$ cat src/rtl/basic_gate_identifier_pkg.sv
// Shared definitions for the two-input gate identifier: FSM states, gate codes
// and the reference truth tables (bit index {A,B}, so tt[3] is Y(1,1)).
`timescale 1ns/1ps
package basic_gate_identifier_pkg;

    typedef enum logic [2:0] {
        S_IDLE   = 3'd0,
        S_DRIVE  = 3'd1,
        S_SETTLE = 3'd2,
        S_SAMPLE = 3'd3,
        S_DECODE = 3'd4,
        S_DONE   = 3'd5
    } state_t;

    localparam logic [2:0] GATE_AND     = 3'd0;
    localparam logic [2:0] GATE_OR      = 3'd1;
    localparam logic [2:0] GATE_NOTA    = 3'd2;
    localparam logic [2:0] GATE_NAND    = 3'd3;
    localparam logic [2:0] GATE_NOR     = 3'd4;
    localparam logic [2:0] GATE_XOR     = 3'd5;
    localparam logic [2:0] GATE_XNOR    = 3'd6;
    localparam logic [2:0] GATE_UNKNOWN = 3'd7;

    localparam logic [3:0] TT_AND  = 4'b1000;
    localparam logic [3:0] TT_OR   = 4'b1110;
    localparam logic [3:0] TT_NOTA = 4'b0011;
    localparam logic [3:0] TT_NAND = 4'b0111;
    localparam logic [3:0] TT_NOR  = 4'b0001;
    localparam logic [3:0] TT_XOR  = 4'b0110;
    localparam logic [3:0] TT_XNOR = 4'b1001;

endpackage

$ cat src/rtl/basic_gate_identifier_tt_decoder.sv
// Combinational truth-table classifier: 4-bit table in, 3-bit gate code out.
`timescale 1ns/1ps
module basic_gate_identifier_tt_decoder
    import basic_gate_identifier_pkg::*;
(
    input  logic [3:0] i_tt,
    output logic [2:0] o_code
);

    always_comb begin
        case (i_tt)
            TT_AND:  o_code = GATE_AND;
            TT_OR:   o_code = GATE_OR;
            TT_NOTA: o_code = GATE_NOTA;
            TT_NAND: o_code = GATE_NAND;
            TT_NOR:  o_code = GATE_NOR;
            TT_XOR:  o_code = GATE_XOR;
            TT_XNOR: o_code = GATE_XNOR;
            default: o_code = GATE_UNKNOWN;
        endcase
    end

endmodule

$ cat src/rtl/basic_gate_identifier.sv
// Gate identifier: sweeps {A,B} over 00..11 into an external gate, samples Y,
// repeats for PASSES sweeps and classifies the first-pass truth table.
`timescale 1ns/1ps
module basic_gate_identifier
    import basic_gate_identifier_pkg::*;
#(
    parameter int SETTLE_CYCLES = 2,
    parameter int PASSES        = 1
) (
    input  logic       clk,
    input  logic       rst_n,
    input  logic       i_start,
    output logic       o_probe_a,
    output logic       o_probe_b,
    input  logic       i_probe_y,
    output logic       o_busy,
    output logic       o_done,
    output logic [2:0] o_gate_code,
    output logic [3:0] o_truth_table,
    output logic       o_mismatch
);

    localparam int SW = (SETTLE_CYCLES < 1) ? 1 : $clog2(SETTLE_CYCLES + 1);
    localparam int PW = (PASSES <= 1) ? 1 : $clog2(PASSES);
    localparam logic [SW-1:0] SETTLE_LOAD = SW'(SETTLE_CYCLES);
    localparam logic [PW-1:0] PASS_LAST   = PW'(PASSES - 1);

    state_t          r_state;
    state_t          w_next;
    logic [1:0]      r_idx;
    logic [SW-1:0]   r_settle;
    logic [PW-1:0]   r_pass;
    logic [3:0]      r_wtt;
    logic [3:0]      r_ftt;
    logic            r_mis_work;
    logic [1:0]      r_probe;
    logic [3:0]      w_tt_full;
    logic [2:0]      w_code;
    logic            w_last_vec;
    logic            w_last_pass;

    assign w_last_vec  = (r_idx == 2'd3);
    assign w_last_pass = (r_pass == PASS_LAST);

    // Working table with the current sample merged in, for the end-of-pass compare.
    always_comb begin
        w_tt_full        = r_wtt;
        w_tt_full[r_idx] = i_probe_y;
    end

    basic_gate_identifier_tt_decoder u_dec (
        .i_tt   (r_ftt),
        .o_code (w_code)
    );

    always_ff @(posedge clk or negedge rst_n) begin
        if (!rst_n) r_state <= S_IDLE;
        else        r_state <= w_next;
    end

    always_comb begin
        w_next = r_state;
        case (r_state)
            S_IDLE:   if (i_start) w_next = S_DRIVE;
            S_DRIVE:  w_next = (SETTLE_CYCLES == 0) ? S_SAMPLE : S_SETTLE;
            S_SETTLE: if (r_settle == SW'(1)) w_next = S_SAMPLE;
            S_SAMPLE: w_next = (w_last_vec && w_last_pass) ? S_DECODE : S_DRIVE;
            S_DECODE: w_next = S_DONE;
            S_DONE:   w_next = S_IDLE;
            default:  w_next = S_IDLE;
        endcase
    end

    always_comb begin
        o_busy = (r_state == S_DRIVE) || (r_state == S_SETTLE) ||
                 (r_state == S_SAMPLE) || (r_state == S_DECODE);
        o_done = (r_state == S_DONE);
    end

    assign o_probe_a = r_probe[1];
    assign o_probe_b = r_probe[0];

    always_ff @(posedge clk or negedge rst_n) begin
        if (!rst_n) begin
            r_idx         <= 2'd0;
            r_settle      <= '0;
            r_pass        <= '0;
            r_wtt         <= 4'd0;
            r_ftt         <= 4'd0;
            r_mis_work    <= 1'b0;
            r_probe       <= 2'd0;
            o_gate_code   <= GATE_UNKNOWN;
            o_truth_table <= 4'd0;
            o_mismatch    <= 1'b0;
        end else begin
            case (r_state)
                S_IDLE: begin
                    r_probe <= 2'd0;
                    if (i_start) begin
                        r_idx      <= 2'd0;
                        r_pass     <= '0;
                        r_mis_work <= 1'b0;
                    end
                end
                S_DRIVE:  r_settle <= SETTLE_LOAD;
                S_SETTLE: r_settle <= r_settle - SW'(1);
                S_SAMPLE: begin
                    r_wtt[r_idx] <= i_probe_y;
                    // Next vector goes onto the probes as DRIVE is entered; 3+1 wraps to 00.
                    r_probe <= (w_last_vec && w_last_pass) ? 2'd0 : 2'(r_idx + 2'd1);
                    r_idx   <= 2'(r_idx + 2'd1);
                    if (w_last_vec) begin
                        if (r_pass == '0)
                            r_ftt <= w_tt_full;
                        else if (w_tt_full != r_ftt)
                            r_mis_work <= 1'b1;
                        if (!w_last_pass)
                            r_pass <= PW'(r_pass + PW'(1));
                    end
                end
                S_DECODE: begin
                    r_probe       <= 2'd0;
                    o_gate_code   <= r_mis_work ? GATE_UNKNOWN : w_code;
                    o_truth_table <= r_ftt;
                    o_mismatch    <= r_mis_work;
                end
                default: ;
            endcase
        end
    end

endmodule

$ cat config.mk
export PLATFORM = sky130hd
export DESIGN_NAME = basic_gate_identifier
export DESIGN_NICKNAME = d
export VERILOG_FILES = /design/src/rtl/basic_gate_identifier_pkg.sv /design/src/rtl/basic_gate_identifier_tt_decoder.sv /design/src/rtl/basic_gate_identifier.sv
export SDC_FILE = /design/constraint.sdc
export NUM_CORES = 1
export LEC_CHECK = 0
export CORE_MARGIN = 2
export CORE_UTILIZATION = 55
export CTS_CLUSTER_SIZE = 10
export DETAILED_ROUTE_END_ITERATION = 10
export DONT_BUFFER_PORTS = 1
export PLACE_DENSITY = 0.7
export SLEW_MARGIN = 40
export SYNTH_ARGS = -nofsm -noshare
export SYNTH_HDL_FRONTEND = slang
export SYNTH_SLANG_ARGS = --single-unit
$ cat constraint.sdc
create_clock -name clk -period 2.6 [get_ports clk]
set_clock_uncertainty 0.15 [all_clocks]
set_input_delay 0.52 -clock clk [delete_from_list [all_inputs] [get_ports clk]]
set_output_delay 0.52 -clock clk [all_outputs]
set_load 0.005 [all_outputs]
Yosys cells after proc, flatten, opt, wreduce, memory -nomap -nowiden
Cells that the tools add are included.
{ "op_classes": {"add_sub_neg": 3, "bitwise_logic": 1, "n_eq_ne": 20, "mux": 22, "order_cmp": 2, "reduce_logical": 15} }
{ "ops": {"columns": ["op", "count"], "rows": [
  ["$pmux W3 S7", 1],
  ["$pmux W3 S5", 1],
  ["$eq A4 B4 Y1 const B", 3],
  ["$mux W3", 4],
  ["$pmux W2 S2", 3],
  ["$eq A4 B3 Y1 const B", 2],
  ["$ne A2 B2 Y1 const B", 4],
  ["$mux W1", 7],
  ["$eq A3 B2 Y1 const B", 2],
  ["$eq A3 B3 Y1 const B", 2],
  ["$reduce_and A3 Y1", 2],
  ["$reduce_bool A2 Y1", 3],
  ["$reduce_and A5 Y1", 1],
  ["$bwmux W4", 1],
  ["$eq A4 B1 Y1 const B", 1],
  ["$eq A4 B2 Y1 const B", 1],
  ["$mux W2", 2],
  ["$ne A4 B4 Y1", 1],
  ["$pmux W1 S2", 2],
  ["$reduce_and A2 Y1", 2],
  ["$eq A3 B1 Y1 const B", 1],
  ["$logic_not A3 Y1", 1],
  ["$logic_or A1 B1 Y1", 3],
  ["$lt A2 B3 Y1 const B", 1],
  ["11 further kinds", 12]
]} }
{ "totals": {"register_bits": 27, "input_bits": 4, "output_inout_bits": 12, "word_cells": 74} }

Depth between registers and ports, before layout
{ "logic_depth": {"depth_word": 10, "mapped_depth": 5, "mapped_depth_nobuf": 5} }

Hierarchy
A second synthesis with hierarchy kept.
{ "unflattened": {"hier_cells": 119, "hier_area_um2": 1267.5} }
{ "modules_own_cells": {"columns": ["module", "instances", "cells_per_inst", "area_per_inst_um2", "seq_area_each_um2"], "rows": [
  ["basic_gate_identifier", 1, 109, 1198.6, 629.4],
  ["basic_gate_identifier_tt_decoder", 1, 10, 68.8, 0.0]
]} }

Least setup slack after synthesis
Ideal clock, no wire load.
{ "synth_path": {"path_type": "register to register", "from": "register r_state[0]", "to": "register o_mismatch", "period_less_slack_ns": 1.575, "t_arrival_ns": 1.300, "n_path_buf": 2, "path_stages_with_launch": 5, "slack_ns": 1.025, "cell_sequence": "dfrtp_1 > buf_6 > or3b_4 > buf_6 > mux2_4"} }
{ "synth_via": {"elab_chain_len": 1} }
{ "synth_rtl": {"columns": ["item", "line_no", "source"], "rows": [
  ["from (decl)", "basic_gate_identifier.sv:28", "state_t r_state;"],
  ["from (signal assigned)", "basic_gate_identifier.sv:58", "else r_state <= w_next;"],
  ["$eq A3 B3 Y1", "basic_gate_identifier.sv:96", "case (r_state)"],
  ["to (signal assigned)", "basic_gate_identifier.sv:125", "o_mismatch <= r_mis_work;"],
  ["to (decl)", "basic_gate_identifier.sv:20", "output logic o_mismatch"]
]} }
No other way between the ends.
A chain may end at the register's enable or synchronous reset.

Worst setup path in the final report
{ "layout_path": {"from": "register r_state[0]", "to": "output o_busy"} }
{ "layout_via": {"elab_chain_len": 4, "word_cells_on_any_way": 7, "cone_classes": "eq/ne (4); reduce/logical (3)"} }
{ "layout_rtl": {"columns": ["item", "line_no", "source"], "rows": [
  ["$eq A3 B1 Y1 or $eq A3 B2 Y1 (tied branches)", "basic_gate_identifier.sv:75", "o_busy = (r_state == S_DRIVE) || (r_state == S_SETTLE) ||"],
  ["$logic_or A1 B1 Y1 (2 in a row)", "basic_gate_identifier.sv:75", null],
  ["$logic_or A1 B1 Y1 (*)", "basic_gate_identifier.sv:76", "(r_state == S_SAMPLE) || (r_state == S_DECODE);"],
  ["to (decl)", "basic_gate_identifier.sv:16", "output logic o_busy,"]
]} }
Every way passes the cells marked *; elsewhere a longest branch is shown, timed or not.

==> results.md <==
- Final period utilization: 85.2%
- Final Max Tran Viols: 0
- Mapped Avg Cell Area: about 11 sq um
- GR met2 Demand/Resource: ~28%
- Leak pwr: between 0.6 and 0.7 nW
- Non-filler cells, final: about 140
- Status: finished, final reports clean
- Most frequent cells in the layout: dfrtp_1, nand2_1, o21ai_0
- First-pass GRT wire length: roughly 3.5 mm
- Unrepaired setup endpoints after global routing: no
- VDD IR max: 0.000589 V
- Clk_lat worst skew: between 0.3 and 0.4 ns
- Port Buffers: 0
- Diode count: 0
- # DRC: 0
- Cell area after layout: 1310 sq um
- GP Congestion: ~0.75
- Cell variety after synth: 33
- CP Capture Type: output pin
- Reg2reg setup slack: between 0.8 and 0.9 ns
- Cell accounting for the most synthesized area: dfrtp_1
- # Post-CTS Setup Buffers: 0
- Placed cell count: 134
- Crit path time final: roughly 2.2 ns
- CTS max path bufs: 2
- Worst r2r src: r_state[0]
- Placed inst area: between 1000 and 1500 sq um
- Hold Fails Final Rpt: 0
- Largest net degree at the start of global routing: 26
- FF+latch count, synth: 25
- Hold crit path type: input pin to asynchronous set/reset pin
- Yosys Warn Count: 0
- Dpl hpwl: between 1 and 1.5 mm
- GRT busiest layer: met2
- Syn Inst Count: 112
- Top cell type's share of synthesized area: between 40% and 50%
- CP peak stage delay: approximately 0.60 ns
- Number of flops mapped to enable cells by yosys: 0
- Reg-to-Reg End: r_idx[0]
- FFs w/ async S/R, synth: between 90% and 100%
- Die X: 52.3 microns
- FF-to-FF path depth: 3
- Synth Cell Area: between 1000 and 1500 sq um
- CTS Buf Count: 3
- I/O Pins: 16
- Slowest cell on the critical path: dfrtp_1
- Worst Path Required: between 1.5 and 2 ns
- Area Growth Syn to Fin: 2.15%
- CTS H-Tree Depth: 1
- CTS tree: yes
- Antenna viol nets, final: 0
- CP Max Fanout: 18
- Measured slew at the worst slew-check pin: 0.538 ns
- Met3 Resource Use GR: under 10%
- Worst path bufs/invs: 0
- Grt met1 use: around 22%
- Post-synth top flop: dfrtp_1
- Worst setup margin: between 0.3 and 0.4 ns
- Most common cell after layout, fill and taps aside: dfrtp_1
- Core box area: 2210 sq um
- Initial Util: between 50 and 60%
- Number of global-route vias before repair: 760
- Total gr overflow: 0
- Max Cap Violations: 0
- Register area share after synthesis: 49.1%
- Die H: approximately 52 microns
- Rel. slew slack: 64.1%
- Row count: 17
- Dpl ws: 0.791 ns
- Final core occ: between 50% and 60%
- Crit-path cells: nor2_1 > xnor2_1
- Largest cells by area after synthesis: dfrtp_1, dfstp_2, mux2_2
- Iteration-0 DRC Markers: 14
- Max Freq: roughly 0.45 GHz
- CP Class: flip-flop to output pin
- Top delay family on crit path: flip-flops
- WP data arrival: 1.54 ns
- Syn Nets: 121
- Share of cells above drive strength 1: 17.1%
- GR Util All Layers: roughly 17%
- Setup-failing EPs final: 0
- Fillers: between 150 and 200
- Root buf cell: clkbuf_4
- Routed len/inst: between 15 and 20 microns
- TNS Setup: 0 ns
- Sink Count: 25
- Clock transition at path regs: about 0.14 ns
- Vias: between 800 and 900
- Vias per inst: a little under 6
- Startpoint types: flip-flop
- Post-layout nets: about 120
- Final WL: between 2 and 2.5 mm
- Drt first pass iters: 4
- Setup crit start: r_state[0]
- Cell Pwr Density: ~1200 nW/um^2
- Die area: around 2700 sq um
- Antenna violations before repair: 0
cells by family after synthesis:
group	Yosys count	share of synthesized area (%)
DFF	25	49.1
muxes	16	14.6
buffers and inverters	12	4.88
AOI/OAI and AO/OA	24	12.6
adders and majority gates	5	4.88
and+or+nand+nor	27	11.9
xor gates and xnor gates	3	2.05
cell type report:
| class | instances | area, sq um | share of cell area, % |
|---|---|---|---|
| inverters | 6 | 22.5 | 1.72 |
| clock inverters | 1 | 5.00 | 0.382 |
| multi-input cells | 75 | 591 | 45.1 |
| well taps | 28 | 35.0 | 2.67 |
| repair buffers | 1 | 5.00 | 0.382 |
| clock buffers | 3 | 22.5 | 1.72 |
| flip-flops and latches | 25 | 629 | 48.0 |
synth_stat cells, types with 2 or more instances:
cell      count
o22ai_1       2
mux2_4        4
dfrtp_1      22
o22a_1        4
nand4b_1      2
dfstp_2       3
ha_1          5
and3b_1       2
buf_2         2
mux2_2        6
nand2_1      12
buf_6         2
nor2_1        3
clkbuf_1      2
o21ai_0      11
xnor2_1       2
mux2i_1       6
nand2b_1      2
inv_1         6
state kept, by name, summed over array words and instances (netlist names), 2 cells and up:
name	count
r_ftt	4
r_settle	2
o_gate_code	3
r_probe	2
r_state	3
o_truth_table	4
r_wtt	3
r_idx	2
metal layers:
metal / vias to the layer above / routed length [microns]
li1: 400 / -
met1: 389 / 978
met2: 14 / 1040
met3: 2 / 93
met4: 0 / 17
met5: - / 0
worst max path at each step:
stage,end,slack [ns],depth (start not counted)
after floorplan,o_mismatch,1.02,4
after global placement,o_busy,0.86,2
after detailed placement,o_busy,0.79,2
after CTS,o_busy,0.39,2
after global routing,o_busy,0.29,2
final,o_busy,0.39,2
through the flow:
stage	hold slack (ns)	total power [mW]
after floorplan	0.0744	1.25
after CTS	0.185	1.53
after global routing	0.0556	1.65
after global placement	0.0749	1.32
final	0.00800	1.52
after detailed placement	0.0749	1.35
where the power goes:
group          internal (mW)  switching (mW)  total [mW]  leakage, nW
Clock                 0.0575           0.115       0.173       0.0177
Sequential             0.574           0.219       0.793        0.301
Combinational          0.314           0.242       0.556        0.292
worst reg2reg max path: stages, from the launching register on:
cell and delay [ns]:
dfrtp_1 0.60, nor2_1 0.44, o2bb2a_1 0.28, o22a_1 0.18
repair_timing:
item,CTS,global route
endpoints found under the hold margin,25,0
resized for setup,0,0
hold buffers,1,0
(Power assumes the default switching activity.)
